File: config.mk
export PLATFORM = sky130hd
export DESIGN_NAME = pass_lockout_ctrl
export DESIGN_NICKNAME = d
export VERILOG_FILES = /design/src/rtl/lock_pkg.sv /design/src/rtl/lock_timer.sv /design/src/rtl/pass_lockout_ctrl.sv
export SDC_FILE = /design/constraint.sdc
export NUM_CORES = 1
export LEC_CHECK = 0
export CORE_ASPECT_RATIO = 0.7
export CORE_MARGIN = 8
export CORE_UTILIZATION = 50
export DETAILED_ROUTE_END_ITERATION = 6
export PLACE_DENSITY = 0.82
export SLEW_MARGIN = 5
export SYNTH_ARGS = -nofsm -noshare
export SYNTH_HDL_FRONTEND = slang
export SYNTH_SLANG_ARGS = --single-unit
File: constraint.sdc
create_clock -name clk -period 2.9 [get_ports clk]
set_input_delay 0.58 -clock clk [delete_from_list [all_inputs] [get_ports clk]]
set_output_delay 0.58 -clock clk [all_outputs]
set_load 0.01 [all_outputs]
File: src/rtl/lock_pkg.sv
// Shared state encoding, status colours and lockout-length helper for the
// password lockout controller.
package lock_pkg;

    typedef enum logic [1:0] {
        ST_NORMAL   = 2'd0,
        ST_LOCK     = 2'd1,
        ST_DEFAULT  = 2'd2,
        ST_DEF_LOCK = 2'd3
    } lock_state_e;

    localparam logic [2:0] RGB_NORMAL   = 3'b010;
    localparam logic [2:0] RGB_LOCK     = 3'b100;
    localparam logic [2:0] RGB_DEFAULT  = 3'b001;
    localparam logic [2:0] RGB_DEF_LOCK = 3'b101;

    // Product of base length and multiplier, clamped to what the countdown can hold.
    function automatic int sat_prod(input int a, input int b, input int lim);
        int p;
        p = a * b;
        return (p > lim) ? lim : p;
    endfunction

endpackage

File: src/rtl/lock_timer.sv
// Loadable down-counter shared by both lockout states; stops at zero.
module lock_timer #(
    parameter int CW = 8
) (
    input  logic          clk,
    input  logic          rst,
    input  logic          load,
    input  logic [CW-1:0] load_value,
    input  logic          tick,
    output logic [CW-1:0] value,
    output logic          zero
);

    logic [CW-1:0] count_q;
    logic [CW-1:0] count_d;

    always_comb begin
        count_d = count_q;
        if (load) begin
            count_d = load_value;
        end else if (tick && (count_q != '0)) begin
            count_d = count_q - 1'b1;
        end
    end

    always_ff @(posedge clk or posedge rst) begin
        if (rst) begin
            count_q <= '0;
        end else begin
            count_q <= count_d;
        end
    end

    assign value = count_q;
    assign zero  = (count_q == '0);

endmodule

File: src/rtl/pass_lockout_ctrl.sv
// Password entry controller: counts wrong entries, escalates lockouts per round,
// and falls back to a default password after MAX_ROUNDS lockouts.
module pass_lockout_ctrl
    import lock_pkg::*;
#(
    parameter int MAX_TRIES     = 3,
    parameter int MAX_ROUNDS    = 3,
    parameter int LOCK_SECS     = 5,
    parameter int DEF_LOCK_SECS = 9,
    parameter int CW            = 8
) (
    input  logic                  clk,
    input  logic                  rst,
    input  logic                  enter,
    input  logic                  pass_ok,
    input  logic                  def_ok,
    input  logic                  tick,
    output logic                  granted,
    output logic                  counting,
    output logic [CW-1:0]         countdown,
    output logic [3:0]            tries_left,
    output logic [MAX_ROUNDS:0]   led_rounds,
    output logic                  mode_def,
    output logic [2:0]            led_rgb
);

    localparam int RW     = $clog2(MAX_ROUNDS + 1);
    localparam int CD_MAX = (1 << CW) - 1;

    lock_state_e   state_q, state_d;
    logic [3:0]    try_cnt_q, try_cnt_d;
    logic [RW-1:0] round_cnt_q, round_cnt_d;
    logic          granted_q, granted_d;
    logic          counting_q, counting_d;
    logic          mode_def_q, mode_def_d;
    logic [2:0]    led_rgb_q, led_rgb_d;

    logic          tmr_load;
    logic [CW-1:0] tmr_load_value;
    logic          tmr_tick;
    logic          tmr_zero;
    logic          expire;
    logic [RW-1:0] round_next;

    assign round_next = round_cnt_q + 1'b1;
    // Timer only advances in the lockout states; expire marks the 1->0 tick.
    assign tmr_tick = tick && ((state_q == ST_LOCK) || (state_q == ST_DEF_LOCK));
    assign expire   = tmr_tick && (countdown == CW'(1));

    always_comb begin
        state_d        = state_q;
        try_cnt_d      = try_cnt_q;
        round_cnt_d    = round_cnt_q;
        granted_d      = 1'b0;
        tmr_load       = 1'b0;
        tmr_load_value = '0;
        case (state_q)
            ST_NORMAL: begin
                if (enter) begin
                    if (pass_ok) begin
                        granted_d   = 1'b1;
                        try_cnt_d   = '0;
                        round_cnt_d = '0;
                    end else if (try_cnt_q + 4'd1 == 4'(MAX_TRIES)) begin
                        try_cnt_d      = 4'(MAX_TRIES);
                        round_cnt_d    = round_next;
                        tmr_load       = 1'b1;
                        tmr_load_value = CW'(sat_prod(LOCK_SECS, int'(round_next), CD_MAX));
                        state_d        = ST_LOCK;
                    end else begin
                        try_cnt_d = try_cnt_q + 4'd1;
                    end
                end
            end
            ST_LOCK: begin
                if (expire) begin
                    try_cnt_d = '0;
                    state_d   = (round_cnt_q == RW'(MAX_ROUNDS)) ? ST_DEFAULT : ST_NORMAL;
                end
            end
            ST_DEFAULT: begin
                if (enter) begin
                    if (def_ok) begin
                        granted_d   = 1'b1;
                        try_cnt_d   = '0;
                        round_cnt_d = '0;
                        state_d     = ST_NORMAL;
                    end else begin
                        tmr_load       = 1'b1;
                        tmr_load_value = CW'(sat_prod(DEF_LOCK_SECS, 1, CD_MAX));
                        state_d        = ST_DEF_LOCK;
                    end
                end
            end
            default: begin
                if (expire) begin
                    state_d = ST_DEFAULT;
                end
            end
        endcase

        counting_d = (state_d == ST_LOCK) || (state_d == ST_DEF_LOCK);
        mode_def_d = (state_d == ST_DEFAULT) || (state_d == ST_DEF_LOCK);
        case (state_d)
            ST_NORMAL:  led_rgb_d = RGB_NORMAL;
            ST_LOCK:    led_rgb_d = RGB_LOCK;
            ST_DEFAULT: led_rgb_d = RGB_DEFAULT;
            default:    led_rgb_d = RGB_DEF_LOCK;
        endcase
    end

    always_ff @(posedge clk or posedge rst) begin
        if (rst) begin
            state_q     <= ST_NORMAL;
            try_cnt_q   <= '0;
            round_cnt_q <= '0;
            granted_q   <= 1'b0;
            counting_q  <= 1'b0;
            mode_def_q  <= 1'b0;
            led_rgb_q   <= RGB_NORMAL;
        end else begin
            state_q     <= state_d;
            try_cnt_q   <= try_cnt_d;
            round_cnt_q <= round_cnt_d;
            granted_q   <= granted_d;
            counting_q  <= counting_d;
            mode_def_q  <= mode_def_d;
            led_rgb_q   <= led_rgb_d;
        end
    end

    lock_timer #(.CW(CW)) u_timer (
        .clk        (clk),
        .rst        (rst),
        .load       (tmr_load),
        .load_value (tmr_load_value),
        .tick       (tmr_tick),
        .value      (countdown),
        .zero       (tmr_zero)
    );

    assign granted    = granted_q;
    assign counting   = counting_q;
    assign mode_def   = mode_def_q;
    assign led_rgb    = led_rgb_q;
    assign tries_left = 4'(MAX_TRIES) - try_cnt_q;
    assign led_rounds = {{MAX_ROUNDS{1'b0}}, 1'b1} << round_cnt_q;

    // The zero flag is redundant with countdown here but kept on the timer interface.
    logic unused_zero;
    assign unused_zero = tmr_zero;

endmodule

# Word level (Yosys, flattened, before mapping)
# Index checks and enable logic that the tools add are counted.
[word_totals]
ff_bits = 22
latch_bits = 0
ram_bits = 0
rom_bits = 0
input_bits = 6
out_inout_bits = 22
word_cells = 86
memories = 0
[classes]
addsub = 4
mul = 1
div_mod_pow = 0
magnitude_cmp = 1
eq_ne = 14
n_shift = 1
n_mux = 43
bitwise = 0
reduce_logical = 14
[ops]
columns = ["op", "n"]
rows = [
  ["$mux 8", 6],
  ["$mux 4", 8],
  ["$mux 2", 13],
  ["$pmux 8 s2", 1],
  ["$pmux 4 s3", 1],
  ["$eq 2x2->1 const B", 5],
  ["$reduce_and 5->1", 2],
  ["$mux 1", 9],
  ["$pmux 3 s3", 1],
  ["$eq 8x1->1 const B", 1],
  ["$gt 5x8->1 const B", 1],
  ["$ne 2x2->1 const B", 4],
  ["$reduce_bool 8->1", 1],
  ["$sub 8x1->8 const B", 1],
  ["$pmux 2 s3", 1],
  ["$mul 3x2->5 const A", 1],
  ["$add 4x1->4 const B", 1],
  ["$eq 2x1->1 const B", 2],
  ["$eq 4x2->1 const B", 1],
  ["$logic_not 2->1", 2],
  ["$pmux 1 s2", 2],
  ["$pmux 2 s2", 1],
  ["$reduce_bool 2->1", 2],
  ["$shl 1x2->4 const A", 1],
  ["other kinds (6)", 10],
]

# Logic depth before layout (Yosys ltp)
# Gate-level depths: netlist of the first run.
[logic_depth]
word_depth = 9
depth_mapped = 7
depth_no_buf = 7

# By module
# Synthesis of the first run repeated with hierarchy kept, for this count alone.
[hier_totals]
hier_cells = 158
area_unflattened_um2 = 1410.1
[by_module_without_submodules]
columns = ["module", "instances", "cells_per_inst", "area_each_um2", "seq_area_each_um2"]
rows = [
  ["pass_lockout_ctrl", 1, 105, 914.6, 276.5],
  ["lock_timer", 1, 53, 495.5, 200.2],
]

# Worst setup path before layout of the first run
# No wires, ideal clock.
[synth_timing]
kind = "flip-flop to flip-flop"
start = "reg led_rgb[0] (netlist name)"
end = "reg u_timer.count_q[4], in the netlist u_timer.value[4]"
setup_time_ps = 123
arrival_ps = 1720
required_ps = 2777
setup_slack_ps = 1057
stages_incl_launch_ff = 8
n_path_buf = 0
synth_period_minus_slack_ps = 1843
path_cell_list = "dfrtp_1 > inv_1 > ha_1 > o21a_1 > a21boi_2 > and4bb_2 > xnor2_1 > nor2_1"
[synth_lines]
columns = ["element", "line", "source"]
rows = [
  ["to (signal assigned)", "lock_timer.sv:30", "count_q <= count_d;"],
  ["to (decl)", "lock_timer.sv:14", "logic [CW-1:0] count_q;"],
]

# Final worst setup path of the first run
[layout_timing]
start = "reg round_cnt_q[0]"
end = "out led_rounds[0]"
[layout_via]
elab_chain_cells = 1
[layout_lines]
columns = ["element", "line", "source"]
rows = [
  ["from (decl)", "pass_lockout_ctrl.sv:32", "logic [RW-1:0] round_cnt_q, round_cnt_d;"],
  ["from (signal assigned)", "pass_lockout_ctrl.sv:124", "round_cnt_q <= round_cnt_d;"],
  ["$shl 1x2->4", "pass_lockout_ctrl.sv:147", "assign led_rounds = {{MAX_ROUNDS{1'b0}}, 1'b1} << round_cnt_q;"],
  ["to (decl)", "pass_lockout_ctrl.sv:22", "output logic [MAX_ROUNDS:0] led_rounds,"],
]
# Every way passes these cells.

==> results of run 1 <==
==> flip-flops by register name, indices dropped and copies added (netlist names) <==
register and count:
u_timer.value 8, try_cnt_q 4, counting 1, round_cnt_q 2, led_rgb 2, granted 1, state_q 1
==> final cells by class <==
class	instances	area (µm²)	area share
multi-input combinational	102	769	0.466
sequential	19	477	0.288
timing repair buffer	27	270	0.164
inverter	13	48.8	0.0295
clock buffer	4	45.0	0.0273
tap	34	42.5	0.0257
==> worst paths after layout <==
kind	startpoint	slack (ns)	cells past startpoint	end
max	round_cnt_q[0]$_DFFE_PP0P_	0.79	3	led_rounds[0]
min	try_cnt_q[3]$_DFFE_PP0P_	0.58	1	try_cnt_q[3]$_DFFE_PP0P_
max reg2reg	led_rgb[0]$_DFF_PP0_	0.85	7	u_timer.value[4]$_DFFE_PP0P_
min reg2reg	try_cnt_q[3]$_DFFE_PP0P_	0.58	1	try_cnt_q[3]$_DFFE_PP0P_
max in group asynchronous	rst	1.71	2	try_cnt_q[3]$_DFFE_PP0P_
min in group asynchronous	rst	0.73	2	try_cnt_q[0]$_DFFE_PP0P_
==> power by group <==
part	switching [µW]	internal (µW)	leakage, µW	total (µW)
clock network	86.4	97.7	0.0000228	184
registers	129	362	0.000246	490
logic	408	397	0.000438	805
==> cell families (layout without fill, tap and decap cells) <==
logic type	count (synthesis)	in the layout	share of synthesized area
simple gates	45	45	0.203
compound gates	36	36	0.203
flops	19	19	0.362
buf+inv	16	44	0.0541
fa+ha+maj	13	13	0.123
xor+xnor	7	7	0.0465
mux	1	1	0.00760
==> stage by stage <==
step           instance area [µm²]   util
6_report                      1650  0.667
5_1_grt                       1650  0.667
4_1_cts                       1650  0.667
3_5_place_dp                  1610  0.649
3_3_place_gp                  1610  0.649
2_1_floorplan                 1320      -
==> metal layers <==
metal / global-route usage / part of all wire / vias to the layer above
met5: 0 / 0 / -
met4: 0.0535 / 0.011 / 0
met3: 0.0486 / 0.058 / 4
met2: 0.214 / 0.45 / 33
met1: 0.193 / 0.48 / 546
li1: - / - / 546
==> cell usage in the layout (no fill, tap or decap), types with 2 or more instances in the layout <==
| cell | synthesis | layout |
|---|---|---|
| a21bo_2 | 2 | 2 |
| a21oi_1 | 6 | 6 |
| a311o_1 | 2 | 2 |
| a31oi_1 | 2 | 2 |
| and2_1 | 2 | 2 |
| clkbuf_8 | 0 | 3 |
| clkdlybuf4s50_1 | 0 | 27 |
| dfrtp_1 | 18 | 18 |
| ha_1 | 13 | 13 |
| inv_1 | 13 | 13 |
| nand2_1 | 6 | 6 |
| nand2b_1 | 2 | 2 |
| nand3_1 | 7 | 7 |
| nand3b_1 | 3 | 3 |
| nand4_1 | 2 | 2 |
| nor2_1 | 9 | 9 |
| nor2b_1 | 2 | 2 |
| nor3_1 | 3 | 3 |
| o21ai_0 | 11 | 11 |
| o22ai_1 | 2 | 2 |
| xnor2_1 | 2 | 2 |
| xor2_1 | 5 | 5 |
==> results.ini, run 1 <==
[run_status]
status = completed

[global_routing]
antenna_found_initial = 0
grt_pass1_wl_um = 5380
grt_use_total = 0.146
grt_max_degree = 20
grt_overflow = 0
grt_pass1_vias = 1095

[sta]
finalCritPeriodShare = 0.726
drv_slew = 0
holdWs_ns = 0.582
max_freq_mhz = 475
setup_violations = 0
relSlewSlack = 0.525
final_hold_viol_count = 0
post-route-min-period_ns = 2.11
fin_worst_skew_ns = 0.0108
setup_slack_ns = 0.795
setup_tns_ns = 0
worst_pin_slew_ns = 0.712
rsz0062_at_grt = no

[synthesis]
synth.area.top_cells = dfrtp_1 34%, ha_1 12%, o21ai_0 4.2%
netlist_area_um2 = 1320
yosysMostFrequentCell = dfrtp_1
syn-num-nets = 156
synth_top_cell_by_area = dfrtp_1
ys_seq_area_frac = 0.362
postSynthCellCount = 137
netlist.area_leader.share = 0.342
synth_edf_count = 0
avgSynthCellArea_um2 = 9.62
yosysUniqueCellTypes = 43
synthArstFlopShare = 1.00
ys_top_cells_by_count = 18 x dfrtp_1, 13 x ha_1, 13 x inv_1
synthFlopType = dfrtp_1
synth-seq-cells = 19
yosysWarnings = 0

[pwr]
p_leak_uw = 0.000707
power.total_uw = 1480
power_density_nw_per_um2 = 895
ir_worst_vdd_v = 0.000383

[run]
max_cap_violations = 0

[clock_tree]
hold_buffers = 0
clk_latency_ns = 0.26
cts.sinks = 19
cts_root_buffer = clkbuf_8
post_cts_buffers = 0
cts_buffers = 3
tritoncts = built
ctsHtreeMaxLevel = 1
clock_path_buffers = 2
cts_resized = 0
path_clk_slew_ns = 0.07

[critical_path]
crit_family = buffers and inverters
crit_type = reg -> out
cp_slowest_cell = clkdlybuf4s50_1
crit_required_ns = 2.32
cp-start-kind = flip-flop
end_kind = output port
slowest_delay_ns = 0.54
critPathMaxFanout = 6
crit_buf_inv = 2
worstPathCellList = inv_1 -> ha_1 -> clkdlybuf4s50_1
arrival_ns = 1.53

[floorplan]
dieArea_um2 = 4560
num_rows = 15
die_height_um = 59.0
fp.coreArea_um2 = 2480
dieWidth_um = 77.4
io-pin-count = 28
initial_core_util = 0.532

[place]
pre_cts_ws_ns = 0.656
gp_congestion = 0.942
dp_cells = 195
port-buffer-count = 27
hpwlAfterDp_um = 2410

[layout]
layout.nets = 185
syn2layout_area_growth_pct = 25.5
fillers = 207
drive_gt1_frac = 0.0848
n_antenna_cell = 0
fin_cells = 199

[routing]
vias_per_cell = 5.67
wl_um = 3100
final_antenna_net_count = 0
drc_errors = 0
drt_iter0_markers = 107
drt_pass1_iterations = 4
vias = 1129
wl_per_cell_um = 15.6

[worst_hold_path]
hold_class = reg -> reg

Power figures use the tool's default switching activity.
==> inputs of run 2 (changes only) <==
--- a/config.mk
+++ b/config.mk
@@ -7,9 +7,9 @@
 export LEC_CHECK = 0
 export CORE_ASPECT_RATIO = 0.7
 export CORE_MARGIN = 8
-export CORE_UTILIZATION = 50
+export CORE_UTILIZATION = 45
 export DETAILED_ROUTE_END_ITERATION = 6
-export PLACE_DENSITY = 0.82
+export PLACE_DENSITY = 0.78
 export SLEW_MARGIN = 5
 export SYNTH_ARGS = -nofsm -noshare
 export SYNTH_HDL_FRONTEND = slang
==> constraint.sdc (replaced) <==
create_clock -name clk -period 1.9 [get_ports clk]
set_input_delay 0.38 -clock clk [delete_from_list [all_inputs] [get_ports clk]]
set_output_delay 0.38 -clock clk [all_outputs]
set_load 0.01 [all_outputs]
==> results.ini, run 2 (same netlist as run 1, synthesis figures left out) <==
[clock_tree]
cts_buffers = 3  ; unchanged
path_clk_slew_ns = 0.08  ; about the same
cts_root_buffer = clkbuf_8
clk_latency_ns = 0.26  ; about the same
ctsHtreeMaxLevel = 1  ; unchanged
clock_path_buffers = 2  ; unchanged
cts.sinks = 19  ; unchanged
tritoncts = built

[routing]
wl_um = 3510  ; +13%
vias_per_cell = 5.77  ; +1.6%
wl_met2_um = 1550  ; +11%
final_antenna_net_count = 0  ; unchanged
maxUsedRoutingLayer = met4
drt_iter0_markers = 108  ; +0.93%
drt_pass1_iterations = 5  ; +1
drc_errors = 0  ; unchanged
vias = 1228  ; +8.8%
met1Wirelength_um = 1580  ; +6.0%
wl_per_cell_um = 16.5  ; +5.8%
wl_met3_um = 294  ; +64%

[place]
gp_congestion = 0.962  ; +2.1%
port-buffer-count = 27  ; unchanged
pre_cts_ws_ns = -0.0208  ; -0.677 ns
hpwlAfterDp_um = 2700  ; +12%

[pwr]
p_int_uw = 1410  ; +65%
power.total_uw = 2440  ; +65%
pwr-share-comb = 0.579  ; +0.035
p_clk_frac = 0.118  ; -0.006
ir_worst_vdd_v = 0.000688  ; +80%
switching_share = 0.422  ; +0.00123
power_density_nw_per_um2 = 1390  ; +55%
p_leak_uw = 0.000805  ; +14%
pwr-share-seq = 0.303  ; -0.028
switching_power_uw = 1030  ; +66%

[critical_path]
cp_slowest_cell = dfrtp_2
cp-start-kind = flip-flop
slowest_delay_ns = 0.46  ; -0.08 ns
arrival_ns = 1.98  ; +0.45 ns
end_kind = flip-flop
critPathMaxFanout = 8  ; +2
crit_type = reg -> reg
crit_required_ns = 2.04  ; -0.28 ns
worstPathCellList = ha_1 -> o21a_1 -> a21boi_2 -> buf_4 -> a31oi_1 -> o22ai_1
r2r_slack_ns = 0.06  ; -0.79 ns

[global_routing]
grt_use_total = 0.147  ; +0.000928
grt_pass1_wl_um = 5660  ; +5.2%
grt_max_degree = 20  ; unchanged
antenna_found_initial = 0  ; unchanged
grt_pass1_vias = 1211  ; +11%
grt_overflow = 0  ; unchanged

[sta]
setup_tns_ns = 0  ; unchanged
drv_slew = 0  ; unchanged
max_freq_mhz = 543
holdWs_ns = 0.445  ; -0.137 ns
setup_slack_ns = 0.0591  ; -0.736 ns
finalCritPeriodShare = 0.969
relSlewSlack = 0.728  ; +0.204
post-route-min-period_ns = 1.84
setup_violations = 0  ; unchanged
worst_pin_slew_ns = 0.404  ; -0.308 ns
fin_worst_skew_ns = 0.00808  ; -0.00270 ns
final_hold_viol_count = 0  ; unchanged

[layout]
final_cell_mix = 24 x clkdlybuf4s50_1, 16 x dfrtp_1, 13 x ha_1
n_antenna_cell = 0  ; unchanged
drive_gt1_frac = 0.181  ; +0.0959
syn2layout_area_growth_pct = 33.7
largest_reg_flops = 8  ; unchanged
final_common_cell = clkdlybuf4s50_1
fin_util = 0.633  ; -0.0341
layout.nets = 197  ; +6.5%

[worst_hold_path]
hold_class = in -> async

[floorplan]
num_rows = 16  ; +1
dieArea_um2 = 4940  ; +8.4%
io-pin-count = 28  ; unchanged
initial_core_util = 0.473  ; -0.0583
die_height_um = 61.3  ; +3.9%
fp.coreArea_um2 = 2780  ; +12%
dieWidth_um = 80.7  ; +4.3%

[run]
max_cap_violations = 0  ; unchanged

[run_status]
status = completed

run 2: cell count changes in the layout (fill, tap and decap cells not counted):
cell,previous run,this run
inv_1,13,11
clkbuf_1,1,0
dlymetal6s2s_1,0,3
clkdlybuf4s50_1,27,24
clkinv_2,0,1
inv_2,0,2
buf_4,0,12
nor3b_2,0,1
dfrtp_2,0,2
dfrtp_1,18,16
nor3b_1,1,0
run 2: worst max-delay path: cells and delay by family, from the launching register on:
kind / cells / cell delay [ns]
buffers and inverters: 1 / 0.18
adders and majority gates: 1 / 0.29
AOI/OAI and AO/OA: 4 / 0.79
DFF: 1 / 0.46
run 2: area by class of cell:
class,instances,area (µm²)
multi-input cells,102,774
clock inverters,1,5.00
clock buffers,3,41.3
fillers,226,1020
inverters,13,48.8
well taps,36,45.0
repair buffers,39,368
flip-flops and latches,19,479
run 2: power by group through the flow:
stage | sequential, µW | clock [µW] | combinational, µW
after global routing | 756 | 311 | 1540
after floorplan | 766 | 0 | 729
after CTS | 729 | 295 | 1420
final | 739 | 289 | 1420
after global placement | 720 | 0 | 1350
after detailed placement | 733 | 0 | 1400
run 2: metrics by stage:
stage | instance area, µm² | instances
final | 1760 | 213
after global routing | 1760 | 213
after global placement | 1700 | 209
after CTS | 1750 | 213
after floorplan | 1320 | 137
after detailed placement | 1700 | 209
run 2: repair_timing:
action | in CTS | in global routing
setup endpoints to repair | 3 | 18
resized for setup | 2 | 6
hold buffers | 0 | 0
setup buffers | 0 | 0
run 2: final timing paths:
| path | start | end | depth (start not counted) |
|---|---|---|---|
| max reg2reg | led_rgb[0]$_DFF_PP0_ | u_timer.value[2]$_DFFE_PP0P_ | 6 |
| min in group clk | round_cnt_q[0]$_DFFE_PP0P_ | round_cnt_q[0]$_DFFE_PP0P_ | 1 |
| min reg2reg | round_cnt_q[0]$_DFFE_PP0P_ | round_cnt_q[0]$_DFFE_PP0P_ | 1 |
| max | led_rgb[0]$_DFF_PP0_ | u_timer.value[2]$_DFFE_PP0P_ | 6 |
| max in group asynchronous | rst | led_rgb[1]$_DFF_PP1_ | 3 |
| min | rst | try_cnt_q[0]$_DFFE_PP0P_ | 3 |
run 2: per-layer routing:
layer / up-vias / track usage
met4: 0 / 0.0633
met2: 66 / 0.233
met5: - / 0
met3: 10 / 0.0423
met1: 586 / 0.183
li1: 566 / -
==> inputs of run 3 (changes only) <==
--- a/config.mk
+++ b/config.mk
@@ -5,6 +5,7 @@
 export SDC_FILE = /design/constraint.sdc
 export NUM_CORES = 1
 export LEC_CHECK = 0
+export CAP_MARGIN = 0
 export CORE_ASPECT_RATIO = 0.7
 export CORE_MARGIN = 8
 export CORE_UTILIZATION = 45
==> constraint.sdc (replaced) <==
create_clock -name clk -period 1.9 [get_ports clk]
set_input_delay 0.38 -clock clk [delete_from_list [all_inputs] [get_ports clk]]
set_output_delay 0.38 -clock clk [all_outputs]
set_load 0.1 [all_outputs]
==> results.ini, run 3 (same netlist as run 1, synthesis figures left out) <==
[floorplan]
io-pin-count = 28  ; unchanged
num_rows = 16  ; unchanged
initial_core_util = 0.473  ; unchanged
die_height_um = 61.3  ; unchanged
fp.coreArea_um2 = 2780  ; unchanged
dieWidth_um = 80.7  ; unchanged
dieArea_um2 = 4940  ; unchanged

[clock_tree]
clk_latency_ns = 0.26  ; about the same
cts.sinks = 19  ; unchanged
clock_path_buffers = 2  ; unchanged
cts_root_buffer = clkbuf_8
cts_buffers = 3  ; unchanged
path_clk_slew_ns = 0.08  ; about the same
ctsHtreeMaxLevel = 1  ; unchanged
tritoncts = built
hold_buffers = 0  ; unchanged

[sta]
post-route-min-period_ns = 1.84  ; -0.00121 ns
relSlewSlack = 0.718  ; -0.0106
max_freq_mhz = 544  ; about the same
final_hold_viol_count = 0  ; unchanged
fin_worst_skew_ns = 0.00910  ; +0.00103 ns
drv_slew = 0  ; unchanged
setup_violations = 0  ; unchanged
finalCritPeriodShare = 0.968  ; about the same
worst_pin_slew_ns = 0.420  ; +0.0157 ns

[global_routing]
grt_pass1_wl_um = 5550  ; -2.1%
antenna_found_initial = 0  ; unchanged
grt_pass1_vias = 1165  ; -3.8%
grt_overflow = 0  ; unchanged
grt_use_total = 0.142  ; -0.00497
grt_max_degree = 20  ; unchanged

[layout]
largest_reg_flops = 8  ; unchanged
layout.nets = 199  ; +1.0%
n_antenna_cell = 0  ; unchanged
final_common_cell = buf_12
fin_util = 0.746  ; +0.113
final_cell_mix = 21 x buf_12, 14 x buf_4, 11 x ha_1
syn2layout_area_growth_pct = 57.5
drive_gt1_frac = 0.402  ; +0.221

[routing]
wl_met3_um = 320  ; +8.8%
drc_errors = 0  ; unchanged
wl_per_cell_um = 17.4  ; +5.3%
vias_per_cell = 5.71  ; -0.93%
wl_um = 3730  ; +6.3%
maxUsedRoutingLayer = met4
met1Wirelength_um = 1680  ; +5.8%
drt_iter0_markers = 99  ; -8.3%
final_antenna_net_count = 0  ; unchanged
vias = 1228  ; unchanged
drt_pass1_iterations = 4  ; -1
wl_met2_um = 1660  ; +7.4%

[critical_path]
cp-start-kind = flip-flop
end_kind = flip-flop
crit_required_ns = 2.09  ; +0.05 ns
critPathMaxFanout = 4  ; -4
arrival_ns = 2.03  ; +0.05 ns
r2r_cells = 8  ; +2
crit_type = reg -> reg

[place]
hpwlAfterDp_um = 2660  ; -1.2%
gp_congestion = 0.816  ; -15%
port-buffer-count = 27  ; unchanged

[run]
max_cap_violations = 0  ; unchanged

[worst_hold_path]
hold_class = in -> async

[run_status]
status = completed

## run 3: worst paths after layout
check                                        endpoint                          from  slack, ns
max reg2reg                  try_cnt_q[1]$_DFFE_PP0P_  u_timer.value[1]$_DFFE_PP0P_       0.06
max in group asynchronous        led_rgb[1]$_DFF_PP1_                           rst       1.18
max                          try_cnt_q[1]$_DFFE_PP0P_  u_timer.value[1]$_DFFE_PP0P_       0.06
min in group clk           round_cnt_q[0]$_DFFE_PP0P_    round_cnt_q[0]$_DFFE_PP0P_       0.59
min                          try_cnt_q[0]$_DFFE_PP0P_                           rst       0.45
min reg2reg                round_cnt_q[0]$_DFFE_PP0P_    round_cnt_q[0]$_DFFE_PP0P_       0.59
## run 3: cell type report
cell class | instances | area, µm²
Clock buffer | 4 | 45.0
Fill cell | 180 | 707
Inverter | 13 | 55.1
Multi-Input combinational cell | 103 | 860
Sequential cell | 19 | 495
Tap cell | 36 | 45.0
Timing Repair Buffer | 40 | 576
## run 3: timing repair
item	in CTS	in global routing
pin swaps	0	2
resized for setup	1	8
setup endpoints to repair	1	14
gates cloned	0	1
setup buffers	0	6
## run 3: per-stage QoR
stage	cell area (µm²)	std cells	hold WS (ns)	setup WS [ns]	TNS (ns)
after floorplan	1380	137	0.330	-0.163	-0.893
after global placement	1930	204	0.559	0.00577	0
final	2080	215	0.447	0.0603	0
after CTS	1980	208	0.457	0.00543	0
after global routing	2080	215	0.477	-0.0645	-0.0796
after detailed placement	1930	204	0.557	-0.0364	-0.0514
## run 3: worst max-delay path, cell delays in order (launching register included)
cell and delay, ns:
dfrtp_4 0.49, inv_4 0.07, ha_4 0.12, nor3b_4 0.22, nand3_2 0.13, a221oi_4 0.38, buf_4 0.20, nand3b_1 0.07
o21ai_1 0.08
## run 3: routing by layer
layer  up-vias  global-route usage
met5         -                   0
met4         0              0.0329
met1       587               0.180
met3         6              0.0364
met2        62               0.237
li1        573                   -
Power of run 3 is left out: the tool's default activity adds up to more than one toggle a clock period on the data nets, which glitch-free logic cannot reach.
